### src/rtl/fpu_issue_ctrl_pkg.sv
// fpu_issue_ctrl_pkg: shared FP issue types and issue-controller state encoding
package fpu_issue_ctrl_pkg;
  typedef enum logic [1:0] {ISS_IDLE, ISS_WAIT, ISS_WB} iss_state_t;
  typedef struct packed {
    logic       fwren;
    logic       wren;
    logic [4:0] waddr;
    logic       fpuf;
  } fp_issue_in_type;
  typedef struct packed {
    logic        fp_wren;
    logic        int_wren;
    logic [4:0]  waddr;
    logic [31:0] wdata;
    logic        csr_fpu;
    logic [4:0]  fflags;
  } fp_issue_out_type;
endpackage

### src/rtl/fpu_scoreboard.sv
// fpu_scoreboard: pending FP destination vector with three-source hazard lookup
module fpu_scoreboard (
  input  logic       clock,
  input  logic       reset,
  input  logic       set,
  input  logic [4:0] set_addr,
  input  logic       clr,
  input  logic [4:0] clr_addr,
  input  logic       clr_all,
  input  logic [2:0] rden,
  input  logic [4:0] raddr1,
  input  logic [4:0] raddr2,
  input  logic [4:0] raddr3,
  output logic       hazard
);
  logic [31:0] pend;
  always_ff @(posedge clock) begin
    if (reset || clr_all) pend <= '0;
    else begin
      if (clr) pend[clr_addr] <= 1'b0;
      if (set) pend[set_addr] <= 1'b1;
    end
  end
  assign hazard = (rden[0] & pend[raddr1]) | (rden[1] & pend[raddr2]) | (rden[2] & pend[raddr3]);
endmodule

### src/rtl/fpu_issue_ctrl.sv
// fpu_issue_ctrl: single-op-in-flight FP issue, hazard check, execute handshake and write-back
module fpu_issue_ctrl
  import fpu_issue_ctrl_pkg::*;
#(
  parameter int MAX_WAIT = 64
) (
  input  logic        clock,
  input  logic        reset,
  input  logic        flush,
  input  logic        iss_valid,
  output logic        iss_ready,
  input  logic        iss_fwren,
  input  logic        iss_wren,
  input  logic [4:0]  iss_waddr,
  input  logic [2:0]  iss_rden,
  input  logic [4:0]  iss_raddr1,
  input  logic [4:0]  iss_raddr2,
  input  logic [4:0]  iss_raddr3,
  input  logic        iss_fpuf,
  input  logic        iss_multi,
  output logic        exe_start,
  input  logic        exe_ready,
  input  logic [31:0] exe_result,
  input  logic [4:0]  exe_flags,
  output logic        fp_wren,
  output logic [4:0]  fp_waddr,
  output logic [31:0] fp_wdata,
  output logic        int_wren,
  output logic [4:0]  int_waddr,
  output logic [31:0] int_wdata,
  output logic        csr_fpu,
  output logic [4:0]  csr_fflags,
  input  logic [4:0]  csr_fflags_cur,
  output logic        busy,
  output logic        err
);
  iss_state_t       state, next;
  fp_issue_in_type  iss_in, op_q;
  fp_issue_out_type wb_out;
  logic [31:0]      data_q;
  logic [4:0]       flags_q;
  logic [15:0]      wait_cnt;
  logic             hazard, accept, wb;
  assign iss_in    = '{fwren: iss_fwren, wren: iss_wren, waddr: iss_waddr, fpuf: iss_fpuf};
  assign iss_ready = ~reset & (state == ISS_IDLE) & ~flush & ~hazard;
  assign accept    = iss_valid & iss_ready;
  assign exe_start = accept;
  assign busy      = state != ISS_IDLE;
  assign wb        = (state == ISS_WB) & ~flush;
  assign err       = (MAX_WAIT != 0) && (state == ISS_WAIT) && (wait_cnt == 16'(MAX_WAIT - 1));
  always_comb begin
    next = state;
    if (state == ISS_IDLE && accept) next = iss_multi ? ISS_WAIT : ISS_WB;
    if (state == ISS_WAIT && exe_ready) next = ISS_WB;
    if (state == ISS_WB) next = ISS_IDLE;
    if (flush) next = ISS_IDLE;
  end
  always_ff @(posedge clock) begin
    if (reset) begin
      state    <= ISS_IDLE;
      op_q     <= '0;
      data_q   <= '0;
      flags_q  <= '0;
      wait_cnt <= '0;
    end else begin
      state <= next;
      if (accept) op_q <= iss_in;
      if ((accept && !iss_multi) || (state == ISS_WAIT && exe_ready)) begin
        data_q  <= exe_result;
        flags_q <= exe_flags;
      end
      // counter saturates so the timeout pulse fires exactly once per WAIT stay
      wait_cnt <= (state != ISS_WAIT) ? '0 : (wait_cnt < 16'(MAX_WAIT)) ? wait_cnt + 16'd1 : wait_cnt;
    end
  end
  fpu_scoreboard u_sb (
    .clock    (clock),
    .reset    (reset),
    .set      (accept & iss_fwren),
    .set_addr (iss_waddr),
    .clr      (wb & op_q.fwren),
    .clr_addr (op_q.waddr),
    .clr_all  (flush),
    .rden     (iss_rden),
    .raddr1   (iss_raddr1),
    .raddr2   (iss_raddr2),
    .raddr3   (iss_raddr3),
    .hazard   (hazard)
  );
  assign wb_out = '{fp_wren:  wb & op_q.fwren,
                    int_wren: wb & op_q.wren,
                    waddr:    op_q.waddr,
                    wdata:    data_q,
                    csr_fpu:  wb & op_q.fpuf,
                    fflags:   (wb & op_q.fpuf) ? (csr_fflags_cur | flags_q) : 5'd0};
  assign fp_wren    = wb_out.fp_wren;
  assign fp_waddr   = wb_out.waddr;
  assign fp_wdata   = wb_out.wdata;
  assign int_wren   = wb_out.int_wren;
  assign int_waddr  = wb_out.waddr;
  assign int_wdata  = wb_out.wdata;
  assign csr_fpu    = wb_out.csr_fpu;
  assign csr_fflags = wb_out.fflags;
endmodule

### config.mk
export PLATFORM = sky130hd
export DESIGN_NAME = fpu_issue_ctrl
export DESIGN_NICKNAME = d
export VERILOG_FILES = /design/src/rtl/fpu_issue_ctrl_pkg.sv /design/src/rtl/fpu_scoreboard.sv /design/src/rtl/fpu_issue_ctrl.sv
export SDC_FILE = /design/constraint.sdc
export NUM_CORES = 1
export LEC_CHECK = 0
export ABC_AREA = 1
export BUFFER_PORTS_ARGS = -buffer_cell sky130_fd_sc_hd__buf_2
export CORE_ASPECT_RATIO = 0.75
export CORE_MARGIN = 2
export CORE_UTILIZATION = 53
export DETAILED_ROUTE_END_ITERATION = 16
export GPL_ROUTABILITY_DRIVEN = 0
export PLACE_DENSITY = 0.81
export SETUP_SLACK_MARGIN = 0.4
export SLEW_MARGIN = 20
export SYNTH_ARGS = -nofsm -noshare
export SYNTH_HDL_FRONTEND = slang
export SYNTH_SLANG_ARGS = --single-unit
### constraint.sdc
create_clock -name clock -period 2.4 [get_ports clock]
set_input_delay 0.36 -clock clock [delete_from_list [all_inputs] [get_ports clock]]
set_output_delay 0.36 -clock clock [all_outputs]
set_load 0.05 [all_outputs]
Word-level counts from Yosys, hierarchy flattened
Index checks and enable logic that the tools add are counted.

cells by class
  add/sub/neg operators = 1
  $lt $le $gt $ge = 8
  eq/ne operators = 4
  mux-type cells = 17
  bitwise logic cells = 21
  reduce and logical (&&, ||, !) cells = 15

operator list
  cell                                                               number
  two-way mux 32 bit                                                 3
  AND 32 bit                                                         1
  NOT 32 bit                                                         1
  bitwise OR 32 bit                                                  1
  less-than comparator 5 x 6 -> 1 bit, second input constant         5
  adder 16 x 1 -> 16 bit, second input constant                      1
  == test 16 x 6 -> 1 bit, second input constant                     1
  less-than comparator 16 x 7 -> 1 bit, second input constant        1
  binary-select mux 1 bit (select 5 bit)                             3
  AND 1 bit                                                          12
  demux 1 bit (select 5 bit)                                         2
  greater-or-equal comparator 5 x 1 -> 1 bit, second input constant  2
  logical AND 1 bit                                                  6
  two-way mux 2 bit                                                  3
  two-way mux 1 bit                                                  5
  two-way mux 5 bit                                                  1
  bitwise OR 5 bit                                                   1
  nonzero test 2 bit                                                 2
  OR reduction 4 bit                                                 1
  NOT 1 bit                                                          3
  OR reduction 3 bit                                                 1
  == test 2 x 1 -> 1 bit, second input constant                      1
  == test 2 bit, second input constant                               1
  logical NOT 2 bit                                                  1
  5 further kinds                                                    7

storage, ports and cells
  bits in registers = 95
  word-level logic and storage cells = 76

Longest topological paths before layout
Gate-level depths: netlist of run 1.

  word-level depth = 11
  depth in mapped cells = 18

Hierarchy
A second synthesis of run 1 with hierarchy kept.

second synthesis, totals
  cell total of the unflattened synthesis = 836
  area, all modules = 5,452.7 sq um

by module, submodules not included
  module          instances  cells an instance  area each (sq um)  seq. area each (sq um)
  fpu_issue_ctrl  1          441                3,110.5            1,261.2
  fpu_scoreboard  1          395                2,342.2            640.6

Worst setup path before layout of run 1
No wires, ideal clock.

  kind = flip-flop to output port
  start point = register wait_cnt[8]
  end point = output port err
  arrival = 2,416 ps
  data required time = 2,040 ps
  setup slack = -376 ps
  cell stages (with the launch flop) = 10
  cells stage by stage = dfxtp_1 -> nor4_1 -> nand3_1 -> nor2_1 -> nand2_1 -> nor2_1 -> inv_1 -> nor3_1 -> nand2_1 -> nor3_1

between the ends
  word-level cells in the longest chain between the ends = 2

ends and longest elaborated chain
  what                      RTL line              RTL
  start: declaration        fpu_issue_ctrl.sv:42  logic [15:0] wait_cnt;
  start signal: assignment  fpu_issue_ctrl.sv:73  wait_cnt <= (state != ISS_WAIT) ? '0 : (wait_cnt < 16'(MAX_WAIT)) ? wait_cnt + 16'd1 : wait_cnt;
  == test 16 x 6 -> 1 bit   fpu_issue_ctrl.sv:50  assign err = (MAX_WAIT != 0) && (state == ISS_WAIT) && (wait_cnt == 16'(MAX_WAIT - 1));
  logical AND 1 bit         fpu_issue_ctrl.sv:50
  end: declaration          fpu_issue_ctrl.sv:35  output logic err

No other way between the ends.

Worst setup path after layout of run 1
  start point = register wait_cnt[9]
  end point = output port err

The elaborated chain is that of the path after synthesis.

==> results by group, run 1 <==
Critical path
  • Worst-path cell chain: nor4_2, nand3_1, nor2_4, nand2_2, nor2_4, inv_2, nor3_4, nand2_2, nor3_4, buf_6
  • R2R cell count: 11
  • RR Startpoint: state[1]$_SDFFE_PP0P_
  • R2r setup slk: 0.09 ns
  • Critical path type: register to output port
  • Top delay family on crit path: simple AND/OR/NAND/NOR gates
  • Required time worst endpoint: 2.04 ns
  • Critical path buffer and inverter count: 2
  • Worst path arrival time: 2.27 ns
  • CP Max Fanout: 2
  • Slowest CP cell: dfxtp_1
  • Startpoint Class: register
  • CP Capture Type: output port
  • Reg2reg end: fp_wdata[19]$_SDFFE_PP0P_
  • Max stage delay on crit path: 0.34 ns

Floorplanning
  • I/O pin count: 160
  • Row count: 32
  • Initial Util: 0.539
  • Core Box Area: 10,200 sq um
  • DIE HEIGHT: 92.1 um
  • Die Span X: 121 um
  • Die ar.: 11,200 sq um

Timing
  • Final Hold Fails: 0
  • Minimum clock period: 2.63 ns
  • Setup-failing EPs final: 1
  • Unrepaired setup endpoints after global routing: yes
  • Max Fclk: 381 MHz
  • Worst hold margin: 0.200 ns
  • Slew @ Worst Pin: 0.558 ns
  • Fin. max-slew vios: 0
  • Slew HR: 0.628
  • Worst clock skew: 0.0104 ns
  • Post-route setup slack: -0.226 ns
  • Final worst-path cycle share: 1.09

GRT
  • GR Util All Layers: 0.285
  • Antenna violations before repair: 0
  • Global-route wire length before repair: 25,400 um
  • Gr ovfl total: 0
  • Largest net degree at the start of global routing: 77
  • Vias in the first global route: 5,240

Yosys
  • Register area share after synthesis: 0.347
  • Synthesized area: 5480 sq um
  • Net Count, Synth: 943
  • Largest cells by area after synthesis: dfxtp_1 35%, nand2_1 13%, nand3_1 12%
  • Mux contribution to synthesized area: 0
  • Seq cells post-synth: 95
  • Largest family of logic cells by synthesized area: simple AND/OR/NAND/NOR gates
  • Largest area contributor in the netlist: dfxtp_1
  • Compound-Gate Fraction of Synth Area: 0.110
  • Syn Area/Cell: 6.32 sq um
  • Adder-Cell Fraction of Synth Area: 0.00228
  • Synth top area share: 0.347
  • Synth Area in Simple Gates: 0.374
  • Synthesis warning total: 0
  • Cell count after synthesis: 868
  • Post-synthesis xor/xnor area fraction: 0.00160
  • Count of cell types in the netlist: 23

CTS
  • Clk_lat worst skew: 0.34 ns
  • Clock Path Buffers: 2
  • CTS tree: built
  • CTS root buffer: clkbuf_16
  • Clock sinks: 95
  • Number of buffers created by CTS: 9
  • H-Tree Depth: 3
  • Reg clk slew, reported paths: 0.07 ns

Final layout
  • Layout fillers: 686
  • Count of non-filler cells in the finished layout: 1,132
  • Layout Nets: 1,066
  • Layout area overhead: 40.8%
  • Most frequent cells in the layout: 148 x nand2_1, 147 x buf_2, 95 x nor2_1
  • Commonest non-fill, non-tap cell in the layout: nand2_1
  • Design area: 7720 sq um
  • Ratio of cells with drive above 1 in the final layout: 0.418
  • Antenna cells: 0

Drt
  • Pre-antenna DRT Iters: 9
  • Vias post-DR: 6,720
  • Drt first-iter violations: 875
  • Vias per cell: 5.94
  • Drt total wl: 20,400 um
  • DR WL/cell: 18.0 um
  • DRC: 0
  • Post-route ant nets: 0

Flow run
  • Max_cap viols: 0

Power
  • Peak supply drop: 0.000506 V
  • Tot Pwr: 3.94 mW
  • Pleak: 3.64 nW
  • Pwr dens: 510 nW/um^2

Hold path
  • Hold Path Class: input pin to register
  • Hold_sp: reset
  • Hold path depth: 2
  • Hold Path Sink: op_q[7]$_SDFFE_PP0P_

Placed design
  • Final HPWL DP: 11,100 um
  • Placement-stage cell area: 6080 sq um
  • Dpl cells: 1,088
  • I/O Buffers: 159
  • Pre-CTS WS: -0.0435 ns

Outcome
  • Status: finished, violations left
  • Failing checks: setup timing
## layout make-up
class                      count  area [sq um]  share of cell area
timing repair buffer         201          1470               0.190
multi-input combinational    595          3410               0.442
tap                          136           170              0.0220
clock inverter                 6          93.8              0.0122
inverter                      89           349              0.0452
clock buffer                  10           229              0.0297
sequential                    95          1990               0.258
## flip-flops by register name, summed over array words and instances (netlist names)
name	cells
fp_wdata	32
u_sb.pend	32
wait_cnt	16
flags_q	5
fp_waddr	5
op_q	3
state	2
## how the worst max path moves through the flow
stage | startpoint | to | slack (ns) | cells past startpoint
final | wait_cnt[9]$_SDFFE_PP0N_ | err | -0.23 | 10
after global routing | wait_cnt[9]$_SDFFE_PP0N_ | err | -0.30 | 10
after CTS | wait_cnt[15]$_SDFFE_PP0N_ | err | -0.12 | 10
after detailed placement | iss_raddr2[0] | exe_start | -0.04 | 14
after global placement | iss_raddr2[0] | exe_start | 0.02 | 14
after floorplan | wait_cnt[8]$_SDFFE_PP0N_ | err | 0.23 | 9
## worst register-to-register path: stages, from the launching register on
cell and delay (ns):
dfxtp_2 0.34, inv_1 0.16, nand2_1 0.14, nor2_2 0.28, nand2_4 0.11, nor2_4 0.23, buf_6 0.15, buf_12 0.11
nand3_4 0.20, clkbuf_16 0.25, a21oi_2 0.16, nor2_1 0.07
## logic make-up after synthesis
kind of cell / count (synthesis)
compound gates: 121
flops: 95
xor+xnor: 1
buf+inv: 179
simple gates: 471
fa+ha+maj: 1
## power breakdown
group	leakage [nW]	internal, mW	switching, mW
clock	0.153	0.922	0.643
sequential	0.790	1.58	0.0267
combinational	2.69	0.243	0.518
## Yosys cell counts
cell type / instances
nand2_1: 192
nand3_1: 131
nor2_1: 105
dfxtp_1: 95
inv_1: 85
a21oi_1: 79
buf_4: 47
o21ai_0: 42
nand4_1: 32
clkbuf_1: 19
buf_2: 14
buf_1: 5
buf_6: 5
inv_2: 4
nor3b_1: 3
nor3_1: 2
nor4_1: 2
ha_1: 1
nand2_2: 1
nand3_2: 1
nand3b_1: 1
nor2_4: 1
xor2_1: 1
## per-stage QoR
step                       util  setup TNS (ns)
after global placement    0.598               0
final                     0.759          -0.226
after CTS                 0.647          -0.119
after global routing      0.759          -0.301
after floorplan               -               0
after detailed placement  0.598          -0.124
## metal layers
| metal | vias to the layer above | share of wire | track usage |
|---|---|---|---|
| met5 | - | 0 | 0 |
| met4 | 0 | 0.040 | 0.0900 |
| met3 | 99 | 0.12 | 0.0840 |
| met2 | 478 | 0.45 | 0.410 |
| met1 | 3104 | 0.39 | 0.408 |
| li1 | 3039 | - | - |
## timing repair
item,in CTS,in global routing
hold buffers,0,0
pin swaps,15,78
buffers inserted,5,10
setup endpoints to repair,37,80
gates resized for setup,55,209
gates cloned,0,13
Note: power is estimated with default switching activity, not from simulation.
==> run 2: changes to the inputs <==
--- a/config.mk
+++ b/config.mk
@@ -9,12 +9,13 @@
 export BUFFER_PORTS_ARGS = -buffer_cell sky130_fd_sc_hd__buf_2
 export CORE_ASPECT_RATIO = 0.75
 export CORE_MARGIN = 2
-export CORE_UTILIZATION = 53
+export CORE_UTILIZATION = 47
 export DETAILED_ROUTE_END_ITERATION = 16
 export GPL_ROUTABILITY_DRIVEN = 0
-export PLACE_DENSITY = 0.81
+export MAX_ROUTING_LAYER = met4
+export PLACE_DENSITY = 0.76
 export SETUP_SLACK_MARGIN = 0.4
-export SLEW_MARGIN = 20
+export SLEW_MARGIN = 10
 export SYNTH_ARGS = -nofsm -noshare
 export SYNTH_HDL_FRONTEND = slang
 export SYNTH_SLANG_ARGS = --single-unit
==> constraint.sdc (replaced) <==
create_clock -name clock -period 2.1 [get_ports clock]
set_input_delay 0.315 -clock clock [delete_from_list [all_inputs] [get_ports clock]]
set_output_delay 0.315 -clock clock [all_outputs]
set_load 0.05 [all_outputs]
==> results by group, run 2 (synthesis results as in run 1) <==
Outcome
  • Status: finished, violations left (unchanged)
  • Failing checks: setup timing (unchanged)

Final layout
  • Layout Nets: 1,102 (was 1,066)
  • Commonest non-fill, non-tap cell in the layout: nand2_1 (unchanged)
  • Most frequent cells in the layout: 153 x nand2_1, 148 x buf_2, 88 x nor2_1 (was 148 x nand2_1, 147 x buf_2, 95 x nor2_1)
  • Ratio of cells with drive above 1 in the final layout: 0.472 (was 0.418)
  • Layout area overhead: 55.3% (was 40.8%)
  • Count of non-filler cells in the finished layout: 1,177 (was 1,132)

Placed design
  • I/O Buffers: 159 (unchanged)
  • Dpl cells: 1,108 (was 1,088)
  • Pre-CTS WS: -0.150 ns (was -0.0435 ns)
  • Final HPWL DP: 11,400 um (was 11,100 um)

CTS
  • Clk_lat worst skew: 0.34 ns (about the same)
  • CTS root buffer: clkbuf_16 (unchanged)
  • CTS tree: built (unchanged)
  • Reg clk slew, reported paths: 0.07 ns (about the same)
  • Number of buffers created by CTS: 9 (unchanged)
  • Hold Buf Count CTS: 0 (unchanged)
  • Clock sinks: 95 (unchanged)
  • H-Tree Depth: 3 (unchanged)
  • Clock Path Buffers: 2 (unchanged)

Power
  • Sw Share: 0.313 (was 0.302)
  • Pwr dens: 526 nW/um^2 (was 510 nW/um^2)
  • Tot Pwr: 4.48 mW (was 3.94 mW)
  • Clock power frac: 0.369 (was 0.398)
  • Peak supply drop: 0.000555 V (was 0.000506 V)
  • Pleak: 3.93 nW (was 3.64 nW)
  • Comb power frac: 0.220 (was 0.193)
  • P_sw: 1.40 mW (was 1.19 mW)
  • Internal power: 3.07 mW (was 2.75 mW)
  • Sequential group share of total power: 0.411 (was 0.409)

Drt
  • Drt total wl: 23,700 um (was 20,400 um)
  • Post-route ant nets: 0 (unchanged)
  • DR WL/cell: 20.2 um (was 18.0 um)
  • DRC: 0 (unchanged)
  • Vias post-DR: 7,130 (was 6,720)
  • Pre-antenna DRT Iters: 10 (was 9)
  • Drt first-iter violations: 987 (was 875)
  • Vias per cell: 6.06 (was 5.94)

GRT
  • Largest net degree at the start of global routing: 64 (was 77)
  • Antenna violations before repair: 1 (was 0)
  • Met1 Use GR: 0.418 (was 0.408)
  • GRT busiest layer: met2 (unchanged)
  • GRT met3 Usage: 0.0986 (was 0.0840)
  • GR Util All Layers: 0.326 (was 0.285)
  • Global-route wire length before repair: 31,600 um (was 25,400 um)
  • Vias in the first global route: 6,090 (was 5,240)
  • GR Layer Usage met2: 0.484 (was 0.410)
  • Gr ovfl total: 0 (unchanged)

Timing
  • Minimum clock period: 2.61 ns
  • Max Fclk: 384 MHz
  • Worst clock skew: 0.0151 ns (was 0.0104 ns)
  • Fin. max-slew vios: 0 (unchanged)
  • Final worst-path cycle share: 1.24
  • Worst hold margin: 0.173 ns (was 0.200 ns)
  • Post-route setup slack: -0.505 ns (was -0.226 ns)
  • Setup-failing EPs final: 76 (was 1)
  • Final Hold Fails: 0 (unchanged)
  • Slew @ Worst Pin: 0.658 ns (was 0.558 ns)
  • Slew HR: 0.562 (was 0.628)
  • Unrepaired setup endpoints after global routing: yes (unchanged)

Critical path
  • Worst path arrival time: 2.29 ns (was 2.27 ns)
  • CP Max Fanout: 2 (unchanged)
  • CP Capture Type: output port (unchanged)
  • Startpoint Class: register (unchanged)
  • Required time worst endpoint: 1.78 ns (was 2.04 ns)
  • Critical path type: register to output port (unchanged)

Floorplanning
  • Core Box Area: 11,500 sq um (was 10,200 sq um)
  • Row count: 34 (was 32)
  • DIE HEIGHT: 97.5 um (was 92.1 um)
  • Die Span X: 129 um (was 121 um)
  • I/O pin count: 160 (unchanged)
  • Initial Util: 0.477 (was 0.539)
  • Die ar.: 12,600 sq um (was 11,200 sq um)

Hold path
  • Hold Path Class: input pin to register (unchanged)

Flow run
  • Max_cap viols: 0 (unchanged)
[run 2: cell count changes in the layout (fill, tap and decap cells not counted), moves of 7 or more]
cell	previous run	this run
nand3_2	60	52
buf_12	7	19
nand2_2	42	32
nor2_1	95	88
a21oi_2	28	51
a21oi_1	44	22
clkbuf_16	17	10
buf_16	0	9
buf_6	15	39
o21ai_0	42	34
[run 2: area by class of cell]
| type | count | area, sq um |
|---|---|---|
| repair buffers | 236 | 2050 |
| multi-input cells | 596 | 3630 |
| well taps | 144 | 180 |
| diodes | 1 | 2.50 |
| fillers | 769 | 2970 |
| flip-flops and latches | 95 | 2000 |
| clock buffers | 11 | 233 |
| clock inverters | 5 | 56.3 |
| inverters | 89 | 363 |
[run 2: through the flow]
| stage | util | cell area [sq um] | setup TNS, ns |
|---|---|---|---|
| 3_5_place_dp | 0.562 | 6460 | -6.11 |
| 5_1_grt | 0.742 | 8520 | -16.20 |
| 2_1_floorplan | - | 5840 | -0.0223 |
| 6_report | 0.742 | 8520 | -14.47 |
| 3_3_place_gp | 0.562 | 6460 | -5.23 |
| 4_1_cts | 0.688 | 7910 | -0.676 |
[run 2: worst paths after layout]
check                                               start                         to  cells after the start  slack (ns)
worst max-delay path             wait_cnt[9]$_SDFFE_PP0N_                        err                     10       -0.51
worst min-delay path                                reset       op_q[7]$_SDFFE_PP0P_                      2        0.17
worst max register to register   wait_cnt[9]$_SDFFE_PP0N_   wait_cnt[4]$_SDFFE_PP0N_                     18       -0.47
worst min register to register  wait_cnt[12]$_SDFFE_PP0N_  wait_cnt[12]$_SDFFE_PP0N_                      2        0.44
[run 2: what timing repair did]
action / CTS / global route
pin swaps: 42 / 67
setup endpoints to repair: 91 / 96
resized for setup: 181 / 132
gates cloned: 11 / 1
buffers inserted: 34 / 6
[run 2: worst max-delay path: stages (launching register included)]
cell and delay [ns]:
dfxtp_2 0.35, nor4_4 0.28, nand3_1 0.14, nor2_2 0.18, nand2_2 0.10, nor2_4 0.11, inv_2 0.07, nor3_4 0.24
nand2_2 0.13, nor3_4 0.16, buf_6 0.18
[run 2: power groups by stage]
stage / sequential (mW) / combinational [mW] / clock, mW
after floorplan: 1.98 / 0.488 / 0
after global placement: 1.90 / 0.726 / 0
after detailed placement: 1.91 / 0.730 / 0
after CTS: 1.84 / 0.867 / 1.62
after global routing: 1.84 / 1.03 / 1.73
final: 1.84 / 0.986 / 1.65
[run 2: metal layers]
metal  up-vias  part of all wire
li1       3110                 -
met3       181              0.13
met1      3244              0.37
met2       595              0.44
met5         -                 0
met4         0             0.063
